$ cat src/rtl/cache_refill_assembler_if.sv
// Handshake bundle between the memory response port, the refill descriptor
// source and the cache line consumer.
interface cache_refill_assembler_if #(
    parameter int unsigned NWORDS = 16,
    parameter int unsigned WBITS  = 32
);
    logic                    start_val;
    logic                    start_rdy;
    logic [5:0]              start_offset;
    logic                    start_rw;

    logic                    resp_val;
    logic                    resp_rdy;
    logic [2:0]              resp_type;
    logic [WBITS-1:0]        resp_data;

    logic                    line_val;
    logic                    line_rdy;
    logic [NWORDS*WBITS-1:0] line_data;
    logic                    line_rw;
    logic                    line_err;

    modport master (
        output start_val, start_offset, start_rw,
        output resp_val, resp_type, resp_data,
        output line_rdy,
        input  start_rdy, resp_rdy,
        input  line_val, line_data, line_rw, line_err
    );

    modport slave (
        input  start_val, start_offset, start_rw,
        input  resp_val, resp_type, resp_data,
        input  line_rdy,
        output start_rdy, resp_rdy,
        output line_val, line_data, line_rw, line_err
    );
endinterface

$ cat src/rtl/cache_refill_assembler.sv
// Gathers sixteen word responses (wrapping from the requested offset) into one
// cache line, or counts sixteen write acks and reports completion.
module cache_refill_assembler #(
    parameter int unsigned NWORDS = 16,
    parameter int unsigned WBITS  = 32
) (
    input logic                      clk,
    input logic                      reset,
    cache_refill_assembler_if.slave  bus
);
    localparam int unsigned IW = $clog2(NWORDS);
    localparam logic [IW:0] LAST_CNT = (IW+1)'(NWORDS - 1);

    typedef enum logic [1:0] {StIdle, StCollect, StDone} state_t;

    state_t                        state;
    logic [IW-1:0]                 idx;
    logic [IW:0]                   cnt;
    logic [NWORDS-1:0][WBITS-1:0]  line_buf;
    logic                          rw;
    logic                          err;
    logic                          accept_start;
    logic                          accept_resp;
    logic                          line_valid;

    // Byte-lane bits of the offset are meaningless for word-granular transfers.
    logic unused_offset_bits;
    assign unused_offset_bits = ^bus.start_offset[1:0];

    always_ff @(posedge clk) begin
        if (reset) begin
            state        <= StIdle;
            idx          <= '0;
            cnt          <= '0;
            line_buf     <= '0;
            rw           <= 1'b0;
            err          <= 1'b0;
            accept_start <= 1'b1;
            accept_resp  <= 1'b0;
            line_valid   <= 1'b0;
        end else begin
            unique case (state)
                StIdle: begin
                    if (bus.start_val) begin
                        idx          <= bus.start_offset[2 +: IW];
                        cnt          <= '0;
                        rw           <= bus.start_rw;
                        err          <= 1'b0;
                        line_buf     <= '0;
                        accept_start <= 1'b0;
                        accept_resp  <= 1'b1;
                        state        <= StCollect;
                    end
                end
                StCollect: begin
                    if (bus.resp_val) begin
                        if (!rw) begin
                            line_buf[idx] <= bus.resp_data;
                        end
                        idx <= idx + IW'(1);
                        cnt <= cnt + (IW+1)'(1);
                        if (bus.resp_type != {2'b00, rw}) begin
                            err <= 1'b1;
                        end
                        if (cnt == LAST_CNT) begin
                            accept_resp <= 1'b0;
                            line_valid  <= 1'b1;
                            state       <= StDone;
                        end
                    end
                end
                StDone: begin
                    if (bus.line_rdy) begin
                        line_valid   <= 1'b0;
                        accept_start <= 1'b1;
                        state        <= StIdle;
                    end
                end
                default: state <= StIdle;
            endcase
        end
    end

    assign bus.start_rdy = accept_start;
    assign bus.resp_rdy  = accept_resp;
    assign bus.line_val  = line_valid;
    assign bus.line_data = line_buf;
    assign bus.line_rw   = rw;
    assign bus.line_err  = err;
endmodule

$ cat src/flat_wrapper.sv
// flat-port wrapper written by rule: the top's interface ports become plain ports
module cache_refill_assembler_flat 
#(
    parameter int unsigned NWORDS = 16,
    parameter int unsigned WBITS  = 32
)
  (clk, reset, bus_start_val, bus_start_offset, bus_start_rw, bus_resp_val, bus_resp_type, bus_resp_data, bus_line_rdy, bus_start_rdy, bus_resp_rdy, bus_line_val, bus_line_data, bus_line_rw, bus_line_err);
  cache_refill_assembler_if #(.NWORDS(NWORDS), .WBITS(WBITS)) bus_i ();
  input logic clk;
  input logic reset;
  input wire logic [$bits(bus_i.start_val)-1:0] bus_start_val;
  input wire logic [$bits(bus_i.start_offset)-1:0] bus_start_offset;
  input wire logic [$bits(bus_i.start_rw)-1:0] bus_start_rw;
  input wire logic [$bits(bus_i.resp_val)-1:0] bus_resp_val;
  input wire logic [$bits(bus_i.resp_type)-1:0] bus_resp_type;
  input wire logic [$bits(bus_i.resp_data)-1:0] bus_resp_data;
  input wire logic [$bits(bus_i.line_rdy)-1:0] bus_line_rdy;
  output wire logic [$bits(bus_i.start_rdy)-1:0] bus_start_rdy;
  output wire logic [$bits(bus_i.resp_rdy)-1:0] bus_resp_rdy;
  output wire logic [$bits(bus_i.line_val)-1:0] bus_line_val;
  output wire logic [$bits(bus_i.line_data)-1:0] bus_line_data;
  output wire logic [$bits(bus_i.line_rw)-1:0] bus_line_rw;
  output wire logic [$bits(bus_i.line_err)-1:0] bus_line_err;
  assign bus_i.start_val = bus_start_val;
  assign bus_i.start_offset = bus_start_offset;
  assign bus_i.start_rw = bus_start_rw;
  assign bus_i.resp_val = bus_resp_val;
  assign bus_i.resp_type = bus_resp_type;
  assign bus_i.resp_data = bus_resp_data;
  assign bus_i.line_rdy = bus_line_rdy;
  assign bus_start_rdy = bus_i.start_rdy;
  assign bus_resp_rdy = bus_i.resp_rdy;
  assign bus_line_val = bus_i.line_val;
  assign bus_line_data = bus_i.line_data;
  assign bus_line_rw = bus_i.line_rw;
  assign bus_line_err = bus_i.line_err;
  cache_refill_assembler #(.NWORDS(NWORDS), .WBITS(WBITS)) u_core (.clk(clk), .reset(reset), .bus(bus_i));
endmodule
$ cat config.mk
export PLATFORM = sky130hd
export DESIGN_NAME = cache_refill_assembler_flat
export DESIGN_NICKNAME = d
export VERILOG_FILES = /design/src/rtl/cache_refill_assembler_if.sv /design/src/rtl/cache_refill_assembler.sv /design/src/flat_wrapper.sv
export SDC_FILE = /design/constraint.sdc
export NUM_CORES = 1
export LEC_CHECK = 0
export CORE_MARGIN = 5
export CORE_UTILIZATION = 35
export CTS_CLUSTER_DIAMETER = 30
export DETAILED_ROUTE_END_ITERATION = 12
export PLACE_DENSITY = 0.75
export REMOVE_ABC_BUFFERS = 1
export SLEW_MARGIN = 20
export SYNTH_ARGS = -nofsm -noshare
export SYNTH_HDL_FRONTEND = slang
export SYNTH_SLANG_ARGS = --single-unit
$ cat constraint.sdc
create_clock -name clk -period 2.2 [get_ports clk]
set_clock_uncertainty 0.15 [all_clocks]
set_input_delay 0.55 -clock clk [delete_from_list [all_inputs] [get_ports clk]]
set_output_delay 0.55 -clock clk [all_outputs]
set_load 0.03 [all_outputs]
== Word-level counts from Yosys, hierarchy flattened ==
Index checks and enable logic that the tools add are counted.

* Reductions and logical operators: 13
* Mux-type cells: 32
* Eq/ne operators: 10
* Magnitude comparators: 2
* $add $sub $neg: 2

{| class="wikitable"
|+ Operator list
! operator !! count
|-
| 512-bit 2-to-1 mux || 3
|-
| 512-bit one-hot mux with 2 select lines || 1
|-
| 512-bit bitwise mux || 1
|-
| 32-bit demux with 4-bit select || 1
|-
| 32-bit 2-to-1 mux || 1
|-
| 4-bit AND reduction || 5
|-
| 1-bit 2-to-1 mux || 10
|-
| 5-bit 2-to-1 mux || 2
|-
| 5-bit one-hot mux with 2 select lines || 1
|-
| 2-bit 2-to-1 mux || 4
|-
| 4-bit 2-to-1 mux || 2
|-
| 2-bit != test (second input constant) || 4
|-
| 1-bit one-hot mux with 2 select lines || 4
|-
| 4-bit one-hot mux with 2 select lines || 1
|-
| 2-bit one-hot mux with 3 select lines || 1
|-
| 3-bit AND reduction || 2
|-
| 2-bit nonzero test || 3
|-
| 5-bit by 1-bit adder with 5-bit output (second input constant) || 1
|-
| 5-bit by 4-bit equality test with 1-bit output (second input constant) || 1
|-
| 4-bit by 5-bit < comparator with 1-bit output (second input constant) || 1
|-
| 4-bit by 1-bit adder with 4-bit output (second input constant) || 1
|-
| 4-bit by 1-bit greater-or-equal comparator with 1-bit output (second input constant) || 1
|-
| 2-bit by 1-bit != test with 1-bit output (second input constant) || 2
|-
| 3-bit by 1-bit != test with 1-bit output || 1
|-
| other kinds (5) || 5
|}

* Word-level logic and storage cells: 83
* Register bits: 528

== Depth between registers and ports, before layout ==
Gate-level depths: netlist of the first run.

* Depth after elaboration: 8
* Mapped depth: 7
* Mapped depth without buffers: 6

== Worst setup path before layout of the first run ==
No wires, ideal clock.

* Kind: flip-flop to flip-flop
* Start: reg u_core.rw (netlist: u_core.bus.line_rw)
* End: reg u_core.line_buf (netlist bit u_core.bus.line_data[172])
* Data required time: 1.933 ns
* Arrival time: 1.706 ns
* Period minus slack after synthesis: 1.974 ns
* Path slack: 0.226 ns
* Stages on the path, launching flop included: 8
* Setup time: 0.117 ns
* Buffers on the path: 4
* Cells stage by stage: dfxtp_1 > buf_4 > and4bb_4 > buf_2 > and2_1 > buf_2 > buf_6 > a32o_1

* Cells in the longest elaborated chain, start to end: 2

{| class="wikitable"
|+ Ends and longest elaborated chain
! what !! line !! text
|-
| start: declaration || cache_refill_assembler.sv:20 || <nowiki>logic rw;</nowiki>
|-
| start signal: assignment || cache_refill_assembler.sv:47 || <nowiki>rw <= bus.start_rw;</nowiki>
|-
| 2-bit != test (no source line) || - ||
|-
| 4-bit AND reduction (no source line) || - ||
|-
| end signal: indexed assignment || cache_refill_assembler.sv:58 || <nowiki>line_buf[idx] <= bus.resp_data;</nowiki>
|-
| end: declaration || cache_refill_assembler.sv:19 || <nowiki>logic [NWORDS-1:0][WBITS-1:0] line_buf;</nowiki>
|}

Every way passes these cells.
A chain may end at the register's enable or synchronous reset.

== Final worst setup path of the first run ==
* Start: reg u_core.line_buf (netlist bit u_core.bus.line_data[416])
* End: out bus_line_data[416]

{| class="wikitable"
|+ RTL lines
! what !! line !! text
|-
| end: declaration || flat_wrapper.sv:21 || <nowiki>output wire logic [$bits(bus_i.line_data)-1:0] bus_line_data;</nowiki>
|}

No word-level cell between the ends.

==> results.json, run 1 <==
{
  "postSynth.asyncResetShare_pct": 0,
  "timing.setup.tns_ns": 0,
  "drv.max_cap_violation_count": 0,
  "synth_simple_gate_area_share_pct": 4.247,
  "cts_tree": "yes",
  "worst_setup_path_end_kind": "output port",
  "layout.filler_cells": 4378,
  "wl_per_cell_um": 27.96,
  "seq_area_frac_synth_pct": 58.33,
  "clock-sinks": 528,
  "timing_worst_setup_path_type": "reg -> out",
  "yosys-mux-area-fraction_pct": 0.2486,
  "syn_to_final_growth_pct": 56.65,
  "layout.cells.most_common_list": "sky130_fd_sc_hd__dfxtp_1, sky130_fd_sc_hd__a32o_1, sky130_fd_sc_hd__dlygate4sd2_1, sky130_fd_sc_hd__clkbuf_16, sky130_fd_sc_hd__buf_12",
  "worst_path_largest_cell_delay_ns": 0.45,
  "cts.root.buffer_cell": "sky130_fd_sc_hd__clkbuf_16",
  "yosys.area_share.adder_pct": 0.4143,
  "wirelength_um": 77050,
  "tritoncts.num_buffers": 101,
  "leakage_nw": 12.75,
  "drive_gt1_share_pct": 17.27,
  "cts_max_path_buffers": 3,
  "main_combinational_cell_family_by_area_after_synthesis": "compound AO/OA/AOI/OAI gates",
  "dp_hpwl_um": 49990,
  "worst_slack_at_placement_ns": -0.2507,
  "initial_utilization_pct": 35.32,
  "met1_length_um": 28390,
  "drt_drc_violations_left": 0,
  "post_synth_edffs": 0,
  "fmax_mhz": 467.8,
  "synth-compound-area-share_pct": 29.49,
  "route.met3.wl_um": 7759,
  "grt_use_total_pct": 25.61,
  "postSynthAreaPerCell_um2": 12.68,
  "finalSetupViolations": 0,
  "status": "finished, final reports clean",
  "cts_hold_buffers": 0,
  "timing_worst_slew_pin_value_ns": 0.8793,
  "initialDrtViolationCount": 1617,
  "layout_worst_path_cycle_share_pct": 97.17,
  "startpoint_type": "flop",
  "postSynthRegisterBits": 528,
  "vias_per_cell": 5.996,
  "synthXorXnorAreaFrac_pct": 0.04834,
  "final-hold-violation-count": 0,
  "mappedNetlistArea_um2": 18120,
  "mostFrequentLayoutCell": "sky130_fd_sc_hd__dfxtp_1",
  "core_area_um2": 51300,
  "ant_nets": 0,
  "final_nets": 2042,
  "timing.slew.headroom_pct": 41.24,
  "layout_setup_ws_ns": 0.06221,
  "crit_buf_inv": 1,
  "critPathMaxFanout": 2,
  "clock_latency_ns": 0.63,
  "finalWorstPathRequiredPeriod_ns": 2.138,
  "timing_max_transition_violations_final": 0,
  "path_delay_family": "buffers and inverters",
  "ys.flop_type": "sky130_fd_sc_hd__dfxtp_1",
  "grt_pass1_wl_um": 110100,
  "grt_overflow": 0,
  "top_layer_used": "met4",
  "synth_largest_type_area_fraction_pct": 58.33,
  "clk_transition_reported_paths_ns": 0.05,
  "antenna_found_initial": 2,
  "design.die.area_um2": 56420,
  "routed-via-count": 16520,
  "synthesis.instances": 1429,
  "critPathArrivalTime_ns": 1.44,
  "maximum_ir_drop_on_the_vdd_rail_v": 0.0006723,
  "unrepaired_setup_endpoints_after_global_routing": "false",
  "synth.top_cells.by_area": "sky130_fd_sc_hd__dfxtp_1, sky130_fd_sc_hd__a32o_1, sky130_fd_sc_hd__buf_2",
  "cp_slowest_cell": "sky130_fd_sc_hd__dlygate4sd2_1",
  "grt_max_degree": 55,
  "rows": 83,
  "post_synth_num_cell_types": 47,
  "die_x_um": 237.5,
  "path_category_of_the_worst_min_delay_check": "reg -> reg",
  "die_h_um": 237.5,
  "crit_path_cell_trace": "dlygate4sd2_1",
  "met2_length_um": 37480,
  "first_global_vias": 16440,
  "post_cts_buffers": 0,
  "pwr_density_cell_nw_per_um2": 965.4,
  "cp_data_required_time_ns": 1.50,
  "gp_routability_congestion": 0.8866,
  "boundaryPins": 564,
  "drt_first_pass_iters": 6,
  "synthesis.yosys.warnings": 0,
  "io_buffer_count": 561,
  "htree_num_levels": 3,
  "yosysTopAreaCell": "sky130_fd_sc_hd__dfxtp_1"
}
[state kept, by name, summed over array words and instances, names as in the netlist]
name                  count
u_core.bus.resp_rdy       1
u_core.bus.line_err       1
u_core.bus.line_data    512
u_core.cnt                5
u_core.idx                4
u_core.bus.line_rw        1
u_core.bus.line_val       1
u_core.bus.start_rdy      1
u_core.state              2
[area by class of cell]
cell class                      count  area, um^2  share of cell area (%)
Sequential cell                   528       10570                   37.24
Timing Repair Buffer              688        6939                   24.45
Multi-Input combinational cell    661        6299                   22.19
Clock buffer                      111        2645                   9.319
Clock inverter                     76        1039                   3.659
Tap cell                          680       850.8                   2.997
Inverter                            9       33.78                  0.1190
Antenna cell                        3       7.507                 0.02645
[cell families after synthesis]
| family | count (synthesis) |
|---|---|
| flip-flops | 528 |
| adder cells (fa/ha/maj) | 6 |
| buffers and inverters | 240 |
| multiplexers | 4 |
| AND/OR/NAND/NOR | 104 |
| AO/OA/AOI/OAI | 546 |
| XOR/XNOR | 1 |
[worst register-to-register path: cells and delay by family (launching register included)]
| kind | cells | cell delay (ns) |
|---|---|---|
| and+or+nand+nor | 2 | 0.65 |
| buffers and inverters | 2 | 0.30 |
| DFF | 1 | 0.34 |
| AOI/OAI and AO/OA | 1 | 0.31 |
| adders and majority gates | 1 | 0.18 |
[metal layers]
metal / vias up / GRT usage, %
met5: - / 0
met1: 8294 / 30.74
met3: 204 / 8.180
met2: 1029 / 42.34
li1: 6997 / -
met4: 0 / 11.19
[per-stage QoR]
stage | hold WS, ns | cell area (um^2) | utilization, % | cells | power (mW)
after floorplan | 0.2935 | 16850 | - | 1198 | 10.43
after global placement | 0.3021 | 25330 | 49.38 | 2566 | 11.29
after detailed placement | 0.2986 | 25330 | 49.38 | 2566 | 11.32
after CTS | 0.3230 | 28370 | 55.31 | 2753 | 27.55
after global routing | 0.3508 | 28380 | 55.31 | 2753 | 28.14
final | 0.3252 | 28380 | 55.33 | 2756 | 27.40
[where the power goes]
| group | leakage [nW] | switching, mW | internal [mW] |
|---|---|---|---|
| registers | 4.26 | 0.0471 | 9.64 |
| logic | 6.73 | 0.946 | 0.482 |
| clock network | 1.76 | 5.55 | 10.7 |
| total | 12.7 | 6.54 | 20.9 |
[synth_stat cells (all sizes together), types with 2 or more instances]
| master | n |
|---|---|
| and3 | 3 |
| nand2 | 4 |
| a21oi | 14 |
| nor2b | 3 |
| nand2b | 8 |
| nor3 | 5 |
| o21ai | 9 |
| and2 | 32 |
| clkbuf | 95 |
| nand3 | 13 |
| or4 | 2 |
| o211ai | 2 |
| ha | 6 |
| dfxtp | 528 |
| nor2 | 15 |
| nor3b | 7 |
| mux2i | 3 |
| buf | 136 |
| or3 | 2 |
| inv | 9 |
| o311ai | 2 |
| a32o | 513 |
| nand4 | 5 |
[repair_timing]
item | CTS | global route
resized for setup | 519 | 2
setup endpoints to repair | 517 | 2
hold endpoints to repair | 0 | 0
[path summary, 6_finish.rpt]
check,from,endpoint,slack [ns],depth (start not counted)
setup reg to reg,u_core.idx[1],u_core.bus.line_data[161],0.17,6
setup / recovery,u_core.bus.line_data[416],bus_line_data[416],0.06,1
hold reg to reg,u_core.bus.line_err,u_core.bus.line_err,0.33,2
hold / removal,u_core.bus.line_err,u_core.bus.line_err,0.33,2
No activity file was read; power rests on OpenSTA's default activity.
==> run 2: changes to the inputs <==
CTS_CLUSTER_DIAMETER = not set   (was 30)
CTS_CLUSTER_SIZE = 14   (was not set)
==> results.json, run 2 (synthesized netlist as in run 1, its figures left out) <==
{
  "finalSetupViolations": 0,
  "io_buffer_count": 561,
  "path_delay_family": "flip-flops",
  "unrepaired_setup_endpoints_after_global_routing": "false",
  "path_category_of_the_worst_min_delay_check": "reg -> reg",
  "clock-sinks": 528,
  "cts_hold_buffers": 0,
  "clk_transition_reported_paths_ns": 0.06,
  "critPathMaxFanout": 2,
  "pwr_density_cell_nw_per_um2": 766.0,
  "path_depth": 1,
  "syn_to_final_growth_pct": 46.14,
  "maximum_ir_drop_on_the_vdd_rail_v": 0.0005626,
  "vias_per_cell": 5.995,
  "antenna-diode-count": 0,
  "worst_setup_path_end_kind": "output port",
  "initialDrtViolationCount": 1652,
  "gp_routability_congestion": 0.8866,
  "clock_latency_ns": 0.60,
  "timing_max_transition_violations_final": 0,
  "timing.slew.headroom_pct": 41.45,
  "grt_overflow": 0,
  "drv.max_cap_violation_count": 0,
  "crit_path_cell_trace": "dlygate4sd2_1",
  "timing_worst_slew_pin_value_ns": 0.8761,
  "initial_utilization_pct": 35.32,
  "status": "finished, final reports clean",
  "cts_tree": "yes",
  "cts.root.buffer_cell": "sky130_fd_sc_hd__clkbuf_16",
  "wl_per_cell_um": 27.99,
  "grt_pass1_wl_um": 106200,
  "final_nets": 1994,
  "die_h_um": 237.5,
  "ant_nets": 0,
  "tritoncts.num_buffers": 53,
  "r2r-start": "u_core.idx[1]",
  "ctsResizeCount": 517,
  "die_x_um": 237.5,
  "finalWorstPathRequiredPeriod_ns": 2.143,
  "seqCellArea_um2": 10570,
  "layout_worst_path_cycle_share_pct": 97.41,
  "leakage_nw": 11.88,
  "cp_slowest_cell": "sky130_fd_sc_hd__dfxtp_1",
  "layout_setup_ws_ns": 0.05691,
  "htree_num_levels": 2,
  "layout.cells.most_common_list": "sky130_fd_sc_hd__dfxtp_1, sky130_fd_sc_hd__dlygate4sd2_1, sky130_fd_sc_hd__a32o_1, sky130_fd_sc_hd__buf_12, sky130_fd_sc_hd__clkbuf_16",
  "totalPowerFinal_mw": 20.28,
  "critPathArrivalTime_ns": 1.44,
  "drt_drc_violations_left": 0,
  "first_global_vias": 15780,
  "final-hold-violation-count": 0,
  "drive_gt1_share_pct": 13.05,
  "multi_input_comb_area_um2": 6299,
  "grt_use_total_pct": 24.70,
  "boundaryPins": 564,
  "timing_worst_setup_path_type": "reg -> out",
  "cts_max_path_buffers": 3,
  "routed-via-count": 15980,
  "rows": 83,
  "largest_register_ffs": 512,
  "design.die.area_um2": 56420,
  "layout.filler_cells": 4614,
  "drt_first_pass_iters": 5,
  "worst_slack_at_placement_ns": -0.2507,
  "core_area_um2": 51300,
  "dp_hpwl_um": 49990,
  "startpoint_type": "flop",
  "worstRegToRegCells": 6,
  "wirelength_um": 74610,
  "mostFrequentLayoutCell": "sky130_fd_sc_hd__dfxtp_1",
  "timing.critical_path.to": "bus_line_data[95]",
  "fmax_mhz": 466.6,
  "crit_path_start": "u_core.bus.line_data[95]",
  "antenna_found_initial": 1,
  "grt_max_degree": 55,
  "reg2reg_to": "u_core.bus.line_data[293]",
  "post_cts_buffers": 0,
  "worst_path_largest_cell_delay_ns": 0.43,
  "cp_data_required_time_ns": 1.50,
  "crit_buf_inv": 1,
  "reg2reg_slack_ns": 0.17
}
-- run 2: cell count changes in the layout (fill, tap and decap cells not counted), sizes merged, moves of 12 or more --
cell | previous run | this run
bufinv | 16 | 3
clkinv | 24 | 12
clkinvlp | 15 | 2
inv | 30 | 12
clkbuf | 111 | 79
-- run 2: per-layer routing --
| metal | GRT usage (%) | wire length (um) |
|---|---|---|
| met5 | 0 | 0 |
| met4 | 10.23 | 3304 |
| met2 | 40.60 | 35710 |
| met1 | 30.99 | 28660 |
| met3 | 6.416 | 6930 |
-- run 2: final cells by class --
| class | instances | area share [%] |
|---|---|---|
| Sequential cell | 528 | 39.92 |
| Multi-Input combinational cell | 661 | 23.79 |
| Clock inverter | 20 | 0.7749 |
| Tap cell | 680 | 3.213 |
| Timing Repair Buffer | 688 | 26.19 |
| Clock buffer | 79 | 5.991 |
| Inverter | 9 | 0.1276 |
-- run 2: per-stage QoR --
| stage | cell area [um^2] | cells | hold slack (ns) | util (%) | TNS [ns] |
|---|---|---|---|---|---|
| floorplan | 16850 | 1198 | 0.2935 | - | -2822.81 |
| global placement | 25330 | 2566 | 0.3021 | 49.38 | -77.00 |
| detailed placement | 25330 | 2566 | 0.2986 | 49.38 | -86.15 |
| CTS | 26480 | 2665 | 0.3125 | 51.62 | 0 |
| global route | 26480 | 2665 | 0.3443 | 51.62 | 0 |
| finish | 26480 | 2665 | 0.3137 | 51.62 | 0 |
-- run 2: power by group --
group | total, mW | internal, mW | switching [mW]
logic | 1.42 | 0.482 | 0.940
registers | 9.66 | 9.62 | 0.0459
clock network | 9.20 | 5.36 | 3.83
total | 20.3 | 15.5 | 4.82
-- run 2: worst min path at each step --
stage	from	end	slack, ns	cells past startpoint
3_5_place_dp	u_core.bus.line_err	u_core.bus.line_err	0.30	2
4_1_cts	u_core.bus.line_err	u_core.bus.line_err	0.31	2
5_1_grt	u_core.bus.line_err	u_core.bus.line_err	0.34	2
2_1_floorplan	u_core.cnt[4]	u_core.cnt[4]	0.29	2
3_3_place_gp	u_core.bus.line_err	u_core.bus.line_err	0.30	2
6_report	u_core.bus.line_err	u_core.bus.line_err	0.31	2
==> run 3: changes to the inputs <==
PLACE_DENSITY = not set   (was 0.75)
SKIP_LAST_GASP = 1   (was not set)
==> results.json, run 3 (synthesized netlist as in run 1, its figures left out) <==
{
  "seqCellArea_um2": 10570,
  "gp_routability_congestion": 0.8587,
  "drive_gt1_share_pct": 13.25,
  "path_category_of_the_worst_min_delay_check": "reg -> reg",
  "drt_drc_violations_left": 0,
  "layout.cells.most_common_list": "sky130_fd_sc_hd__dfxtp_1, sky130_fd_sc_hd__dlygate4sd2_1, sky130_fd_sc_hd__a32o_1, sky130_fd_sc_hd__buf_12, sky130_fd_sc_hd__clkbuf_16",
  "design.die.area_um2": 56420,
  "crit_buf_inv": 1,
  "finalWorstPathRequiredPeriod_ns": 2.142,
  "critPathMaxFanout": 2,
  "layout_worst_path_cycle_share_pct": 97.34,
  "ant_nets": 0,
  "worst_path_largest_cell_delay_ns": 0.49,
  "finalSetupViolations": 0,
  "critPathArrivalTime_ns": 1.44,
  "mostFrequentLayoutCell": "sky130_fd_sc_hd__dfxtp_1",
  "routed-via-count": 15830,
  "layoutNonFillerInstCount": 2673,
  "worst_slack_at_placement_ns": -0.3165,
  "clock-sinks": 528,
  "antenna-diode-count": 0,
  "worst_setup_path_end_kind": "output port",
  "drt_first_pass_iters": 5,
  "dp_hpwl_um": 51560,
  "place_inst": 2571,
  "whs_ns": 0.3058,
  "grt_max_degree": 46,
  "grt_use_total_pct": 25.04,
  "totalPowerFinal_mw": 20.67,
  "core_area_um2": 51300,
  "antenna_found_initial": 4,
  "boundaryPins": 564,
  "die_x_um": 237.5,
  "timing.setup.tns_ns": 0,
  "grt_pass1_wl_um": 106600,
  "clk_transition_reported_paths_ns": 0.06,
  "grt_overflow": 0,
  "io_buffer_count": 561,
  "rows": 83,
  "layout_setup_ws_ns": 0.05842,
  "reg2reg_slack_ns": 0.16,
  "crit_path_cell_trace": "dlygate4sd2_1",
  "final-hold-violation-count": 0,
  "htree_num_levels": 2,
  "cp_data_required_time_ns": 1.50,
  "dpl-instance-area_um2": 25300,
  "fmax_mhz": 466.9,
  "vias_per_cell": 5.923,
  "leakage_nw": 11.94,
  "largest_register_ffs": 512,
  "cts.root.buffer_cell": "sky130_fd_sc_hd__clkbuf_16",
  "unrepaired_setup_endpoints_after_global_routing": "false",
  "timing_worst_slew_pin_value_ns": 0.7730,
  "drv.max_cap_violation_count": 0,
  "multi_input_comb_area_um2": 6291,
  "pwr_density_cell_nw_per_um2": 778.6,
  "final_nets": 2001,
  "timing_worst_setup_path_type": "reg -> out",
  "wl_per_cell_um": 28.35,
  "cts_tree": "yes",
  "path_delay_family": "buffers and inverters",
  "timing_max_transition_violations_final": 0,
  "layout.filler_cells": 4690,
  "die_h_um": 237.5,
  "final_area_um2": 26540,
  "maximum_ir_drop_on_the_vdd_rail_v": 0.0006329,
  "cts_max_path_buffers": 3,
  "initialDrtViolationCount": 1539,
  "wirelength_um": 75790,
  "final_core_utilization_pct": 51.74,
  "tritoncts.num_buffers": 55,
  "post_cts_buffers": 0,
  "first_global_vias": 15050,
  "clock_latency_ns": 0.59,
  "cts_hold_buffers": 0,
  "initial_utilization_pct": 35.32,
  "cp_slowest_cell": "sky130_fd_sc_hd__dlygate4sd2_1",
  "syn_to_final_growth_pct": 46.49,
  "status": "finished, final reports clean",
  "timing.slew.headroom_pct": 46.99,
  "startpoint_type": "flop"
}
[run 3: cell types whose count changed in the layout (fill, tap and decap cells not counted), sizes merged]
cell and change:
bufinv +1, clkdlybuf4s15 +1, dlygate4sd2 -1, clkinv -2
clkbuf +7, buf +4, inv -2
[run 3: per-layer routing]
layer  GRT usage, %  up-vias  part of all wire, %
met3          6.219      132                  7.9
met5              0        -                0.033
met4          9.026        4                  3.8
met1          32.59     8079                   41
li1               -     6882                    -
met2          40.67      734                   48
[run 3: final cells by class]
type                    count  area share [%]
multi-input cells         661           23.70
well taps                 680           3.205
clock buffers              85           6.373
inverters                   9          0.1273
flip-flops and latches    528           39.82
repair buffers            693           26.03
clock inverters            17          0.7448
[run 3: power by group]
part / total, mW / internal [mW] / switching (mW)
Combinational: 1.41 / 0.479 / 0.935
Clock: 9.59 / 5.74 / 3.85
Sequential: 9.66 / 9.62 / 0.0416
Total: 20.7 / 15.8 / 4.83
[run 3: final timing paths]
check                                  from                  endpoint  cells past startpoint
setup / recovery  u_core.bus.line_data[283]        bus_line_data[283]                      1
hold / removal          u_core.bus.line_err       u_core.bus.line_err                      2
setup reg to reg            u_core.state[0]  u_core.bus.line_data[28]                      5
hold reg to reg         u_core.bus.line_err       u_core.bus.line_err                      2
[run 3: tightest hold or removal path, delay by kind of cell (launching register included)]
| kind | cells | cell delay [ns] |
|---|---|---|
| compound gates | 1 | 0.05 |
| buf+inv | 1 | 0.05 |
| flops | 1 | 0.31 |
[run 3: timing repair]
| action | CTS | global route |
|---|---|---|
| hold endpoints to repair | 0 | 0 |
| setup endpoints to repair | 517 | 2 |
| gates resized for setup | 517 | 3 |
